File: config.mk
export PLATFORM = sky130hd
export DESIGN_NAME = arg_extreme_stream
export DESIGN_NICKNAME = d
export VERILOG_FILES = /design/src/rtl/arg_extreme_stream.sv
export SDC_FILE = /design/constraint.sdc
export NUM_CORES = 1
export LEC_CHECK = 0
export ABC_AREA = 0
export ABC_CLOCK_PERIOD_IN_PS = 6600
export CAP_MARGIN = 5
export CELL_PAD_IN_SITES_DETAIL_PLACEMENT = 0
export CELL_PAD_IN_SITES_GLOBAL_PLACEMENT = 1
export CORE_AREA = 4 4 132 134
export DETAILED_ROUTE_END_ITERATION = 10
export DIE_AREA = 0 0 136 138
export GPL_TIMING_DRIVEN = 0
export MAX_ROUTING_LAYER = met4
export PLACE_DENSITY_LB_ADDON = 0.1
export SLEW_MARGIN = 5
export SYNTH_ARGS = -nofsm -noshare
export SYNTH_HDL_FRONTEND = slang
export SYNTH_SLANG_ARGS = --single-unit
File: constraint.sdc
create_clock -name clk -period 6.6 [get_ports clk]
set_clock_uncertainty 0.15 [all_clocks]
set_input_delay 1.32 -clock clk [delete_from_list [all_inputs] [get_ports clk]]
set_output_delay 1.32 -clock clk [all_outputs]
set_load 0.03 [all_outputs]
File: src/rtl/arg_extreme_stream.sv
// Streaming arg-min/arg-max over class-distance scores: a pipelined per-beat
// comparison tree followed by an accumulator that keeps the running best across beats.
module arg_extreme_stream #(
    parameter int LANES      = 8,
    parameter int DW         = 11,
    parameter int MAX_BEATS  = 4,
    parameter int REG_STRIDE = 2,
    localparam int IDXW      = $clog2(LANES * MAX_BEATS)
) (
    input  logic                  clk,
    input  logic                  rst_n,
    input  logic                  in_valid,
    input  logic                  in_first,
    input  logic                  in_last,
    input  logic                  in_mode,
    input  logic [LANES*DW-1:0]   in_vals,
    input  logic [LANES-1:0]      in_mask,
    output logic                  out_valid,
    output logic [IDXW-1:0]       out_idx,
    output logic [DW-1:0]         out_val,
    output logic                  out_tie,
    output logic                  out_none,
    output logic                  out_err
);

    localparam int D  = $clog2(LANES);
    localparam int NP = 1 << D;
    localparam int LT = (D + REG_STRIDE - 1) / REG_STRIDE;
    localparam int CW = $clog2(MAX_BEATS + 1);
    localparam logic [IDXW-1:0] LANES_W = IDXW'(LANES);
    localparam logic [CW-1:0]   MAXB_C  = CW'(MAX_BEATS);

    typedef struct packed {
        logic [DW-1:0]   val;
        logic [IDXW-1:0] idx;
        logic            tie;
        logic            part;
    } node_t;

    typedef node_t [NP-1:0] front_t;

    typedef struct packed {
        logic            valid;
        logic            first;
        logic            last;
        logic            mode;
        logic            err;
        logic [IDXW-1:0] base;
    } side_t;

    typedef enum logic {IDLE = 1'b0, ACCUM = 1'b1} state_t;

    // Operand a always carries the lower index, so it keeps equal-value ties.
    function automatic node_t merge_node(input node_t a, input node_t b, input logic mode);
        node_t r;
        logic  b_better;
        b_better = mode ? (b.val > a.val) : (b.val < a.val);
        if (!b.part) begin
            r = a;
        end else if (!a.part) begin
            r = b;
        end else begin
            r = b_better ? b : a;
            if (a.val == b.val) begin
                r.tie = 1'b1;
            end else begin
                r.tie = r.tie;
            end
        end
        r.part = a.part | b.part;
        return r;
    endfunction

    // Collapses lv tree levels; entries beyond the live frontier are don't-care.
    function automatic front_t reduce_front(input front_t f, input int lv, input logic mode);
        front_t cur;
        front_t nxt;
        cur = f;
        for (int l = 0; l < lv; l++) begin
            nxt = cur;
            for (int n = 0; n < NP / 2; n++) begin
                nxt[n] = merge_node(cur[2*n], cur[2*n+1], mode);
            end
            cur = nxt;
        end
        return cur;
    endfunction

    function automatic int stage_levels(input int s);
        int hi;
        hi = (s * REG_STRIDE > D) ? D : s * REG_STRIDE;
        return hi - (s - 1) * REG_STRIDE;
    endfunction

    logic [CW-1:0] cnt_r;
    logic [CW-1:0] beat_cnt_s;
    logic          ovr_s;
    logic          grp_mode_r;
    side_t         sb0_s;
    front_t        fr0_s;
    front_t        fr_in_s [1:LT];
    front_t        fr_q    [1:LT];
    side_t         sb_q    [1:LT];

    // Beat numbering, overrun detection and leaf construction for the incoming beat.
    always_comb begin
        if (in_first) begin
            beat_cnt_s = '0;
        end else if (cnt_r >= MAXB_C) begin
            beat_cnt_s = MAXB_C;
        end else begin
            beat_cnt_s = cnt_r + CW'(1);
        end
        ovr_s       = (beat_cnt_s >= MAXB_C);
        sb0_s.valid = in_valid;
        sb0_s.first = in_first;
        sb0_s.last  = in_last;
        sb0_s.mode  = in_first ? in_mode : grp_mode_r;
        sb0_s.err   = ovr_s;
        sb0_s.base  = ovr_s ? '0 : IDXW'(beat_cnt_s) * LANES_W;
        for (int i = 0; i < NP; i++) begin
            int li;
            li = (i < LANES) ? i : 0;
            fr0_s[i].idx = IDXW'(i);
            fr0_s[i].tie = 1'b0;
            if (i < LANES) begin
                fr0_s[i].val  = in_vals[li*DW +: DW];
                fr0_s[i].part = in_mask[li] & ~ovr_s;
            end else begin
                fr0_s[i].val  = '0;
                fr0_s[i].part = 1'b0;
            end
        end
    end

    // Beat counter and the group mode used for follow-on beats.
    always_ff @(posedge clk or negedge rst_n) begin
        if (!rst_n) begin
            cnt_r      <= '0;
            grp_mode_r <= 1'b0;
        end else if (in_valid) begin
            cnt_r <= beat_cnt_s;
            if (in_first) begin
                grp_mode_r <= in_mode;
            end else begin
                grp_mode_r <= grp_mode_r;
            end
        end
    end

    // Per-stage tree slices; each stage uses the mode of the beat it currently holds.
    always_comb begin
        fr_in_s[1] = reduce_front(fr0_s, stage_levels(1), sb0_s.mode);
        for (int s = 2; s <= LT; s++) begin
            fr_in_s[s] = reduce_front(fr_q[s-1], stage_levels(s), sb_q[s-1].mode);
        end
    end

    // Tree pipeline registers with side-band travelling alongside.
    always_ff @(posedge clk or negedge rst_n) begin
        if (!rst_n) begin
            for (int s = 1; s <= LT; s++) begin
                fr_q[s] <= '0;
                sb_q[s] <= '0;
            end
        end else begin
            for (int s = 1; s <= LT; s++) begin
                fr_q[s] <= fr_in_s[s];
            end
            sb_q[1] <= sb0_s;
            for (int s = 2; s <= LT; s++) begin
                sb_q[s] <= sb_q[s-1];
            end
        end
    end

    state_t    state_r;
    node_t     best_r;
    logic      err_r;
    logic      acc_mode_r;
    side_t     tail_s;
    node_t     beat_s;
    node_t     merge_s;
    node_t     nxt_best_s;
    logic      nxt_err_s;
    logic      take_s;

    logic            out_valid_r;
    logic [IDXW-1:0] out_idx_r;
    logic [DW-1:0]   out_val_r;
    logic            out_tie_r;
    logic            out_none_r;
    logic            out_err_r;

    // Beat result in global index space and its merge with the running best.
    always_comb begin
        tail_s     = sb_q[LT];
        beat_s     = fr_q[LT][0];
        beat_s.idx = tail_s.base + fr_q[LT][0].idx;
        merge_s    = merge_node(best_r, beat_s, acc_mode_r);
        if (tail_s.first) begin
            nxt_best_s = beat_s;
            nxt_err_s  = tail_s.err;
        end else begin
            nxt_best_s = merge_s;
            nxt_err_s  = err_r | tail_s.err;
        end
        case (state_r)
            IDLE:    take_s = tail_s.valid & tail_s.first;
            ACCUM:   take_s = tail_s.valid;
            default: take_s = 1'b0;
        endcase
    end

    // Accumulator FSM with registered result outputs.
    always_ff @(posedge clk or negedge rst_n) begin
        if (!rst_n) begin
            state_r     <= IDLE;
            best_r      <= '0;
            err_r       <= 1'b0;
            acc_mode_r  <= 1'b0;
            out_valid_r <= 1'b0;
            out_idx_r   <= '0;
            out_val_r   <= '0;
            out_tie_r   <= 1'b0;
            out_none_r  <= 1'b0;
            out_err_r   <= 1'b0;
        end else begin
            out_valid_r <= 1'b0;
            if (take_s) begin
                best_r <= nxt_best_s;
                err_r  <= nxt_err_s;
                if (tail_s.first) begin
                    acc_mode_r <= tail_s.mode;
                end
                if (tail_s.last) begin
                    state_r     <= IDLE;
                    out_valid_r <= 1'b1;
                    out_idx_r   <= nxt_best_s.part ? nxt_best_s.idx : '0;
                    out_val_r   <= nxt_best_s.part ? nxt_best_s.val : '0;
                    out_tie_r   <= nxt_best_s.part & nxt_best_s.tie;
                    out_none_r  <= ~nxt_best_s.part;
                    out_err_r   <= nxt_err_s;
                end else begin
                    state_r <= ACCUM;
                end
            end else begin
                case (state_r)
                    IDLE:    state_r <= IDLE;
                    ACCUM:   state_r <= ACCUM;
                    default: state_r <= IDLE;
                endcase
            end
        end
    end

    assign out_valid = out_valid_r;
    assign out_idx   = out_idx_r;
    assign out_val   = out_val_r;
    assign out_tie   = out_tie_r;
    assign out_none  = out_none_r;
    assign out_err   = out_err_r;

endmodule
After elaboration in Yosys (flattened, before gate mapping)
Index checks and enable logic that the tools add are counted.
- mux-type cells: 54
- reduce and logical (&&, ||, !) cells: 2
- $lt $le $gt $ge: 18
- equal/unequal tests: 8
- bitwise gates (word level): 22
- $add $sub $neg: 2
- operators with widths (kind ; number):
    18-bit two-way mux ; 25
    11-bit equality test ; 8
    11-bit > comparator ; 8
    11-bit < comparator ; 8
    1-bit two-way mux ; 22
    11-bit two-way mux ; 1
    1-bit bitwise AND ; 10
    5-bit two-way mux ; 2
    1-bit OR ; 9
    3-bit greater-or-equal comparator (second input constant) ; 2
    3-bit two-way mux ; 2
    5-bit adder ; 1
    1-bit case mux with 2 select lines ; 2
    2-bit AND reduction ; 2
    3-bit by 1-bit adder with 3-bit output (second input constant) ; 1
    1-bit NOT ; 3
- input port bits: 102
- output and inout bits: 20
- flip-flop bits (word level): 119
- word-level logic and storage cells: 145

Longest topological paths before layout
Gate-level depths: netlist of the first run.
- depth in word-level cells: 16
- depth in mapped cells: 21
- mapped depth without buffers: 19

Worst setup path after synthesis of the first run
No wires, ideal clock.
- path kind: input -> register
- from: input port in_vals[70]
- to: register fr_q[170] (netlist bit)
- stages: 21
- setup time: 0.079 ns
- data required time: 6.371 ns
- path buffers: 2
- setup slack: 1.214 ns
- data arrival time: 5.156 ns
- cells stage by stage: inv_1 > ha_1 > nand3_1 > o21bai_1 > a31oi_1 > o22ai_1 > or3_1 > a31oi_4 > buf_6 > mux2i_1 > inv_1 > ha_1 > a211o_1 > o211ai_1 > o211ai_1 > a211oi_1 > mux2i_1 > nor2_1 > nor2_1 > buf_4 > mux2i_1
- RTL lines (element ; line ; text):
    start: declaration ; 16 ; input logic [LANES*DW-1:0] in_vals,
    end signal: indexed assignment ; 168 ; fr_q[s] <= fr_in_s[s];
    end: declaration ; 102 ; front_t fr_q [1:LT];

==> results of run 1 <==
-- cell families (layout without fill, tap and decap cells) --
family          Yosys count  in the layout  share of synthesized area, %
other cells               1              1                        0.0522
flops                   106            106                          36.9
mux                     102            102                          15.8
compound gates          151            151                          14.4
simple gates            137            137                          9.65
buf+inv                 127            265                          7.38
xor+xnor                  1              1                         0.122
fa+ha+maj                90             90                          15.7
-- timing repair --
item / in CTS / in global routing
setup buffers: 0 / 0
setup endpoints to repair: 0 / 2
resized for setup: 0 / 1
-- critical path, stage by stage --
cell,delay (ps)
clkdlybuf4s50_1,490
inv_1,50
ha_1,310
nand3_1,100
o21bai_1,160
a31oi_1,190
o22ai_1,130
or3_1,400
a31oi_4,240
buf_6,200
mux2i_1,290
inv_1,70
ha_1,320
a211o_1,260
o211ai_1,100
o211ai_1,120
a211oi_1,340
mux2i_1,270
nor2_1,90
nor2_2,220
buf_4,270
mux2i_1,290
-- state kept, by name, summed over array words and instances (netlist names) --
register	cells
out_valid	1
out_val	11
err_r	1
acc_mode_r	1
out_err	1
beat_s	13
state_r	1
sb_q	14
best_r	18
fr_q	34
out_none	1
cnt_r	3
grp_mode_r	1
out_tie	1
out_idx	5
-- Yosys cell counts, types with 4 or more instances --
library cell | count | area share, %
or3_1 | 5 | 0.44
clkbuf_1 | 9 | 0.47
ha_1 | 90 | 16
o211ai_1 | 8 | 0.84
nor2_1 | 21 | 1.1
a21o_1 | 6 | 0.63
buf_4 | 4 | 0.42
and3_1 | 19 | 1.7
a211oi_1 | 6 | 0.63
mux2_2 | 15 | 2.4
inv_1 | 107 | 5.6
nand3_1 | 9 | 0.63
o21ai_0 | 43 | 3.0
mux2_4 | 16 | 3.3
buf_6 | 5 | 0.78
dfrtp_1 | 106 | 37
mux2i_1 | 70 | 9.8
nand4_1 | 19 | 1.7
a32oi_1 | 16 | 2.0
o21a_1 | 4 | 0.42
a21oi_1 | 34 | 2.4
nor3_1 | 8 | 0.56
o21bai_1 | 4 | 0.42
nand2_1 | 40 | 2.1
-- area by class of cell --
class | instances | area share (%)
Buffer | 19 | 1.39
Clock buffer | 9 | 2.50
Clock inverter | 7 | 0.931
Inverter | 108 | 4.50
Multi-Input combinational cell | 482 | 44.5
Sequential cell | 106 | 29.4
Tap cell | 220 | 3.06
Timing Repair Buffer | 122 | 13.7
-- routing by layer --
| layer | share of wire [%] | routed length [µm] | global-route usage, % |
|---|---|---|---|
| met1 | 46 | 7900 | 24.1 |
| met2 | 49 | 8480 | 32.4 |
| met3 | 2.9 | 500 | 2.11 |
| met4 | 2.3 | 389 | 6.37 |
| met5 | 0 | 0 | - |
-- stage by stage --
| step | instances | utilization (%) | hold WS, ps |
|---|---|---|---|
| 2_1_floorplan | 715 | - | 181 |
| 3_3_place_gp | 1056 | 53.2 | 183 |
| 3_5_place_dp | 1057 | 53.4 | 186 |
| 4_1_cts | 1073 | 55.3 | 197 |
| 5_1_grt | 1073 | 55.3 | 211 |
| 6_report | 1073 | 55.3 | 192 |
-- where the power goes --
group	internal [µW]	switching, µW	total (µW)
combinational	581	633	1210
clock	301	255	556
sequential	844	122	966
-- worst max-delay path by stage --
| stage | from | endpoint | slack [ps] |
|---|---|---|---|
| 2_1_floorplan | in_vals[70] | fr_q[170] | 1210 |
| 3_3_place_gp | in_vals[70] | fr_q[170] | -9 |
| 3_5_place_dp | in_vals[70] | fr_q[170] | -70 |
| 4_1_cts | in_vals[70] | fr_q[170] | 280 |
| 5_1_grt | in_vals[70] | fr_q[176] | 100 |
| 6_report | in_vals[70] | fr_q[177] | 460 |
==> metrics.md, run 1 <==
| Metric | Value |
|---|---|
| Starting DRC count in detailed routing | between 300 and 400 |
| Area Overhead vs Synth | 25.4% |
| Dominant synthesized flop cell | dfrtp_1 |
| Count of cell types in the netlist | 59 |
| Path depth of the worst reg2reg path | 19 |
| Area of the multi-input gates | ~4000 µm² |
| CTS root buffer | clkbuf_16 |
| Initial antenna violation count | 0 |
| Initial Util | between 40 and 50% |
| Max cap viols | 0 |
| Residual DRC | 0 |
| Hold Path End | sb_q[5] |
| Post-synthesis register bit count | about 110 |
| Die Wd | 136 µm |
| Reg2Reg Capture Point | fr_q[177] |
| DR pass1 iterations | 4 |
| Drt total wl | between 15 and 20 mm |
| Avg Inst Size Synth | ~10 µm² |
| Unrepaired setup endpoints after global routing | false |
| Synth Instances | just over 700 |
| Seq/Total Area, Yosys | a little under two fifths |
| Tightest Pin Transition | 606 ps |
| Leak Pwr | approximately 0.0044 µW |
| WS Path Type | input pin to flop |
| Htree depth | 3 |
| CP startpoint kind | input pin |
| Critical path arrival | around 6200 ps |
| Vias per cell | 5.28 |
| Placer Congestion | 0.880 |
| Largest net degree at the start of global routing | approximately 70 |
| Tot Pwr | 2740 µW |
| Slew Viols, Final | 0 |
| R2R Setup Slk | around 1800 ps |
| Worst-case clock buffer depth | 2 |
| Post-Syn Area | 7180 µm² |
| Final Hold Vio Count | 0 |
| I/O Buffers | between 100 and 150 |
| Critical path peak fanout | 10 |
| Design area | roughly 9000 µm² |
| Pwr Density | between 300 and 400 nW/µm² |
| WL per Instance | roughly 16 µm |
| Most common cell after layout, fill and taps aside | clkdlybuf4s50_1 |
| Async S/R FF share, synth | 100% |
| GRT Overall Usage | 19.2% |
| Status | finished clean |
| Top Ports | between 100 and 150 |
| First-pass GRT wire length | 28.6 mm |
| Detailed Place HPWL | between 10 and 15 mm |
| Worst vdd ir | 0.166 mV |
| Diodes inserted | 0 |
| Period minus WS final | between 6000 and 7000 ps |
| Peak Freq | about 160 MHz |
| Die span in y | 138 µm |
| Hold_sp | sb_q[15] |
| Syn. warnings | 0 |
| Nets | approximately 1000 |
| Worst-path clk slew | roughly 80 ps |
| Setup TNS | 0 ps |
| Dpl cell area | 8700 µm² |
| Worst Slack Setup Final | roughly 460 ps |
| WHS Path Cells | 0 |
| # hold bufs at CTS | 0 |
| # setup viols final | 0 |
| CTS buffer count | 9 |
| Hold/Removal Path Class | flop to flop |
| Most frequent cells in the layout | clkdlybuf4s50_1, inv_1, dfrtp_1, ha_1, mux2i_1 |
| GRT overflow | 0 |
| Req. time, crit path | around 6700 ps |
| Reg area | 2650 µm² |
| Row count | 47 |
| CTS tree | done |
| Fillers | between 1000 and 1500 |
| Final Cycle Share | between 90% and 100% |
| Pre-CTS setup slack | -70.3 ps |
| Number of synthesized flops with an enable pin | 0 |
| Die area | around 19000 µm² |
| CTS Sinks | 106 |
| Core area | approximately 16000 µm² |
| Syn nets | just over 900 |
| Vias in the first global route | around 6000 |
| Via count | 5662 |
| Relative slew margins | 59.4% |
| Layout cells sized above 1 | 8.91% |
| Crit Reg-Reg Startpoint | cnt_r[0] |
| Post-route antenna net violation count | 0 |
| Worst-Skew Late Latency | around 350 ps |
| Crit. End Element | flop |
No activity file was read; power rests on OpenSTA's default activity.
==> inputs of run 2 (changes only) <==
GPL_ROUTABILITY_DRIVEN = 0   (was unset)
==> metrics.md, run 2 (synthesized netlist as in run 1, its figures left out) <==
| Metric | Value |
|---|---|
| Tightest Pin Transition | about 610 ps |
| Layout cells sized above 1 | under 10% |
| Leak Pwr | 0.00442 µW |
| Pwr Density | around 300 nW/µm² |
| CP startpoint kind | input pin |
| CTS buffer count | 9 |
| Starting DRC count in detailed routing | approximately 240 |
| Via count | ~5700 |
| Levels on crit path | 21 |
| Die area | 18800 µm² |
| Worst vdd ir | between 0.15 and 0.2 mV |
| Combinational power share | 44.8% |
| Die Wd | around 140 µm |
| Fillers | roughly 1500 |
| Clock network power share | 19.6% |
| Diodes inserted | 0 |
| Post-route antenna net violation count | 0 |
| WHS Path Cells | 0 |
| Final Cycle Share | approximately 93% |
| Core Util, Final | between 50% and 60% |
| Top delay family on crit path | compound AO/OA/AOI/OAI gates |
| Most common cell after layout, fill and taps aside | clkdlybuf4s50_1 |
| CTS Sinks | between 100 and 150 |
| Nets | around 1000 |
| Reg area | between 2000 and 3000 µm² |
| Top Ports | around 120 |
| WS Path Type | input pin to flop |
| I/O Buffers | between 100 and 150 |
| Final Non-Filler Cells | roughly 1100 |
| Setup TNS | 0 ps |
| Status | finished clean |
| CP Cell Sequence | clkdlybuf4s50_1, inv_1, ha_1, a2111oi_0, o21ai_0, o22ai_1, nand2_1, a31oi_4, buf_6, mux2i_1, inv_1, ha_1, a211o_1, o211ai_1, o211ai_1, a211oi_1, mux2i_1, nor2_1, nor2_2, buf_4, mux2i_1 |
| Core area | around 16000 µm² |
| Largest net degree at the start of global routing | 60 |
| Path depth of the worst reg2reg path | 19 |
| Max reg flops | 34 |
| Worst-path clk slew | ~80 ps |
| CTS tree | done |
| DR pass1 iterations | 4 |
| CTS root buffer | clkbuf_16 |
| Worst Slack Setup Final | between 400 and 500 ps |
| GRT Overall Usage | between 10% and 20% |
| Row count | 47 |
| Initial antenna violation count | 0 |
| Worst hold slack | roughly 200 ps |
| Sw Ratio | around 37% |
| GRT overflow | 0 |
| Regs by FF count | fr_q (34), best_r (18), sb_q (14) |
| Relative slew margins | slightly below 60% |
| Internal power consumption | roughly 1700 µW |
| WL per Instance | 15.8 µm |
| Residual DRC | 0 |
| Final Hold Vio Count | 0 |
| Hold/Removal Path Class | flop to flop |
| Seq pwr share | a little over a third |
| Drt total wl | around 17 mm |
| P_sw | between 1000 and 1500 µW |
| # setup viols final | 0 |
| Area of the multi-input gates | approximately 4000 µm² |
| Peak Freq | 164 MHz |
| Biggest register | fr_q |
| Worst-Skew Late Latency | between 300 and 400 ps |
| Detailed Place HPWL | 14.3 mm |
| Vias in the first global route | 5787 |
| Top cell by count, worst path | mux2i_1 |
| First-pass GRT wire length | ~28 mm |
| Req. time, crit path | approximately 6700 ps |
| Critical path peak fanout | 10 |
| Vias per cell | between 5 and 6 |
| Total placed cells including tap cells | roughly 1100 |
| Die span in y | 138 µm |
| Initial Util | between 40 and 50% |
| Slew Viols, Final | 0 |
| Unrepaired setup endpoints after global routing | false |
| Area Overhead vs Synth | 25.4% |
| Crit. End Element | flop |
| Worst path slowest cell | clkdlybuf4s50_1 |
| Most frequent cells in the layout | clkdlybuf4s50_1, inv_1, dfrtp_1, ha_1, mux2i_1 |
| Largest stage delay on the critical path | roughly 500 ps |
| Pre-CTS setup slack | -10.1 ps |
| Htree depth | 3 |
| Critical path buffers and inverters | 5 |
| Critical path arrival | between 6000 and 7000 ps |
| Max cap viols | 0 |
| Period minus WS final | about 6100 ps |
| Worst-case clock buffer depth | 2 |
## run 2: cell types whose count changed in the layout (fill, tap and decap cells not counted), sizes merged
| cell | change |
|---|---|
| bufinv | -1 |
| clkinv | +1 |
## run 2: worst paths after layout
kind | slack [ps] | startpoint | end
max in group asynchronous | 4780 | rst_n | beat_s[0]
max | 490 | in_vals[74] | fr_q[176]
max reg2reg | 1820 | cnt_r[0] | fr_q[176]
min in group asynchronous | 830 | rst_n | out_val[1]
min | 200 | sb_q[15] | sb_q[5]
min reg2reg | 200 | sb_q[15] | sb_q[5]
## run 2: power by group through the flow
| stage | sequential (µW) | combinational (µW) | clock (µW) |
|---|---|---|---|
| after CTS | 969 | 1230 | 548 |
| after floorplan | 1040 | 751 | 0 |
| final | 966 | 1210 | 532 |
| after global placement | 975 | 1190 | 0 |
| after global routing | 992 | 1340 | 576 |
| after detailed placement | 980 | 1220 | 0 |
## run 2: what timing repair did
action / CTS / global route
endpoints found under the setup margin: 0 / 2
hold buffers: 0 / 0
resized for setup: 0 / 1
setup buffers: 0 / 0
## run 2: worst register-to-register path, stage by stage, from the launching register on
cell and delay, ps:
dfrtp_1 400, ha_1 230, nor2_1 80, or2_2 160, clkbuf_1 430, nand2_1 170
a31oi_4 230, buf_6 200, mux2i_1 290, inv_1 80, ha_1 320, a211o_1 270
o211ai_1 100, o211ai_1 120, a211oi_1 300, mux2i_1 270, nor2_1 90, nor2_2 220
buf_4 260, mux2i_1 290
## run 2: layer usage
layer,wire length [µm],track usage [%],vias to the layer above
li1,-,-,2826
met1,7640,23.3,2691
met2,8390,31.4,128
met3,580,2.25,24
met4,348,5.78,0
met5,0,-,-
## run 2: layout make-up
class                           instances  share of cell area [%]
Inverter                              108                    4.50
Multi-Input combinational cell        482                    44.4
Tap cell                              220                    3.06
Timing Repair Buffer                  122                    13.7
Buffer                                 19                    1.39
Clock buffer                            9                    2.50
Sequential cell                       106                    29.4
Clock inverter                          7                   0.944
## run 2: per-stage QoR
stage	power, µW	instance area (µm²)
after floorplan	1790	7180
after global placement	2160	8670
after detailed placement	2200	8700
after CTS	2740	9010
after global routing	2910	9010
final	2710	9010
==> inputs of run 3 (changes only) <==
CORE_AREA = 4 4 109 162   (was 4 4 132 134)
DIE_AREA = 0 0 113 166   (was 0 0 136 138)
==> metrics.md, run 3 (synthesized netlist as in run 1, its figures left out) <==
| Metric | Value |
|---|---|
| WS Path Type | input pin to flop |
| Biggest register | fr_q |
| # setup viols final | 0 |
| Pwr Density | approximately 300 nW/µm² |
| GRT overflow | 0 |
| Residual DRC | 0 |
| Period minus WS final | between 6000 and 7000 ps |
| Slew Viols, Final | 0 |
| Worst-Skew Late Latency | approximately 350 ps |
| Critical path arrival | 6300 ps |
| Pre-CTS setup slack | -52.7 ps |
| Critical path peak fanout | 10 |
| Detailed Place HPWL | between 15 and 20 mm |
| Status | finished clean |
| Initial antenna violation count | 0 |
| Starting DRC count in detailed routing | approximately 280 |
| Die span in y | between 150 and 200 µm |
| Req. time, crit path | roughly 6700 ps |
| Top Ports | approximately 120 |
| Post-route antenna net violation count | 0 |
| Setup TNS | 0 ps |
| Largest net degree at the start of global routing | 65 |
| WL per Instance | ~17 µm |
| Largest stage delay on the critical path | between 400 and 500 ps |
| Most common cell after layout, fill and taps aside | clkdlybuf4s50_1 |
| Worst path slowest cell | clkdlybuf4s50_1 |
| Final Hold Vio Count | 0 |
| Worst-path clk slew | about 80 ps |
| Row count | 57 |
| Worst vdd ir | 0.213 mV |
| GRT Overall Usage | ~20% |
| CTS tree | done |
| Tightest Pin Transition | roughly 680 ps |
| Drt total wl | 17.9 mm |
| I/O Buffers | approximately 120 |
| Reg area | 2650 µm² |
| Worst-case clock buffer depth | 2 |
| Die area | 18800 µm² |
| CTS buffer count | 9 |
| Vias per cell | between 5 and 6 |
| Regs by FF count | fr_q (34), best_r (18), sb_q (14) |
| Worst Slack Setup Final | roughly 380 ps |
| Fillers | 1444 |
| Total setup buffers inserted after CTS | 0 |
| Core Util, Final | a little under three fifths |
| Most frequent cells in the layout | clkdlybuf4s50_1, inv_1, dfrtp_1, ha_1, mux2i_1 |
| Vias in the first global route | about 6300 |
| Area of the multi-input gates | 4000 µm² |
| Dpl cell area | 8680 µm² |
| Area Overhead vs Synth | 25.1% |
| Max reg flops | 34 |
| DR pass1 iterations | 4 |
| Max cap viols | 0 |
| Unrepaired setup endpoints after global routing | false |
| First-pass GRT wire length | between 20 and 30 mm |
| Design area | 8990 µm² |
| Nets | about 1000 |
| Die Wd | around 110 µm |
| Layout cells sized above 1 | 8.91% |
| CTS Sinks | 106 |
| Diodes inserted | 0 |
| Leak Pwr | around 0.0044 µW |
| CTS root buffer | clkbuf_16 |
| Via count | 5737 |
| Peak Freq | between 150 and 200 MHz |
| Htree depth | 3 |
| Crit. End Element | flop |
| CP Cell Sequence | clkdlybuf4s50_1, inv_1, ha_1, nand3_1, o21bai_1, a31oi_1, o22ai_1, or3_1, a31oi_4, buf_6, mux2i_1, inv_1, ha_1, a211o_1, o211ai_1, o211ai_1, a211oi_1, mux2i_1, nor2_1, nor2_2, buf_4, mux2i_1 |
| Initial Util | between 40% and 50% |
| Top cell by count, worst path | mux2i_1 |
| Final Cycle Share | a little over nine tenths |
| CP startpoint kind | input pin |
| Core area | roughly 16000 µm² |
| Hold/Removal Path Class | flop to flop |
| Relative slew margins | 54.7% |
[run 3: path summary, 6_finish.rpt]
| path | endpoint | slack, ps | depth (start not counted) | start |
|---|---|---|---|---|
| setup / recovery | fr_q[175] | 380 | 22 | in_vals[70] |
| hold / removal | sb_q[3] | 200 | 0 | sb_q[13] |
| setup reg to reg | fr_q[175] | 1770 | 19 | cnt_r[0] |
| hold reg to reg | sb_q[3] | 200 | 0 | sb_q[13] |
| max in group asynchronous | grp_mode_r | 4800 | 2 | rst_n |
| min in group asynchronous | out_val[1] | 800 | 1 | rst_n |
[run 3: cell type report]
cell class / count / share of cell area (%)
Buffer: 19 / 1.39
Inverter: 108 / 4.51
Clock buffer: 9 / 2.51
Multi-Input combinational cell: 482 / 44.5
Clock inverter: 7 / 0.905
Tap cell: 206 / 2.87
Timing Repair Buffer: 122 / 13.8
Sequential cell: 106 / 29.5
[run 3: stage by stage]
stage,hold WS [ps],std cells,total power (µW)
5_1_grt,205,1059,2920
3_5_place_dp,191,1043,2210
6_report,200,1059,2730
3_3_place_gp,182,1042,2160
4_1_cts,201,1059,2750
2_1_floorplan,181,715,1790
[run 3: timing repair]
action | in CTS | in global routing
endpoints found under the setup margin | 0 | 1
gates resized for setup | 0 | 1
hold buffers | 0 | 0
[run 3: worst max-delay path, delay by kind of cell]
family                   cells  cell delay, ps
AO/OA/AOI/OAI                8            1500
adder cells (fa/ha/maj)      2             620
buffers and inverters        5            1100
multiplexers                 3             960
AND/OR/NAND/NOR              4             800
[run 3: report_power, final]
| group | internal [µW] | total (µW) | switching, µW |
|---|---|---|---|
| clock | 272 | 538 | 266 |
| combinational | 582 | 1220 | 641 |
| sequential | 844 | 970 | 126 |
| total | 1700 | 2730 | 1030 |
[run 3: per-layer routing]
metal	vias to the layer above	track usage, %	routed length [µm]
met1	2769	19.9	6640
met4	0	7.17	414
met2	124	38.6	10400
met5	-	-	0
met3	23	1.68	482
li1	2821	-	-
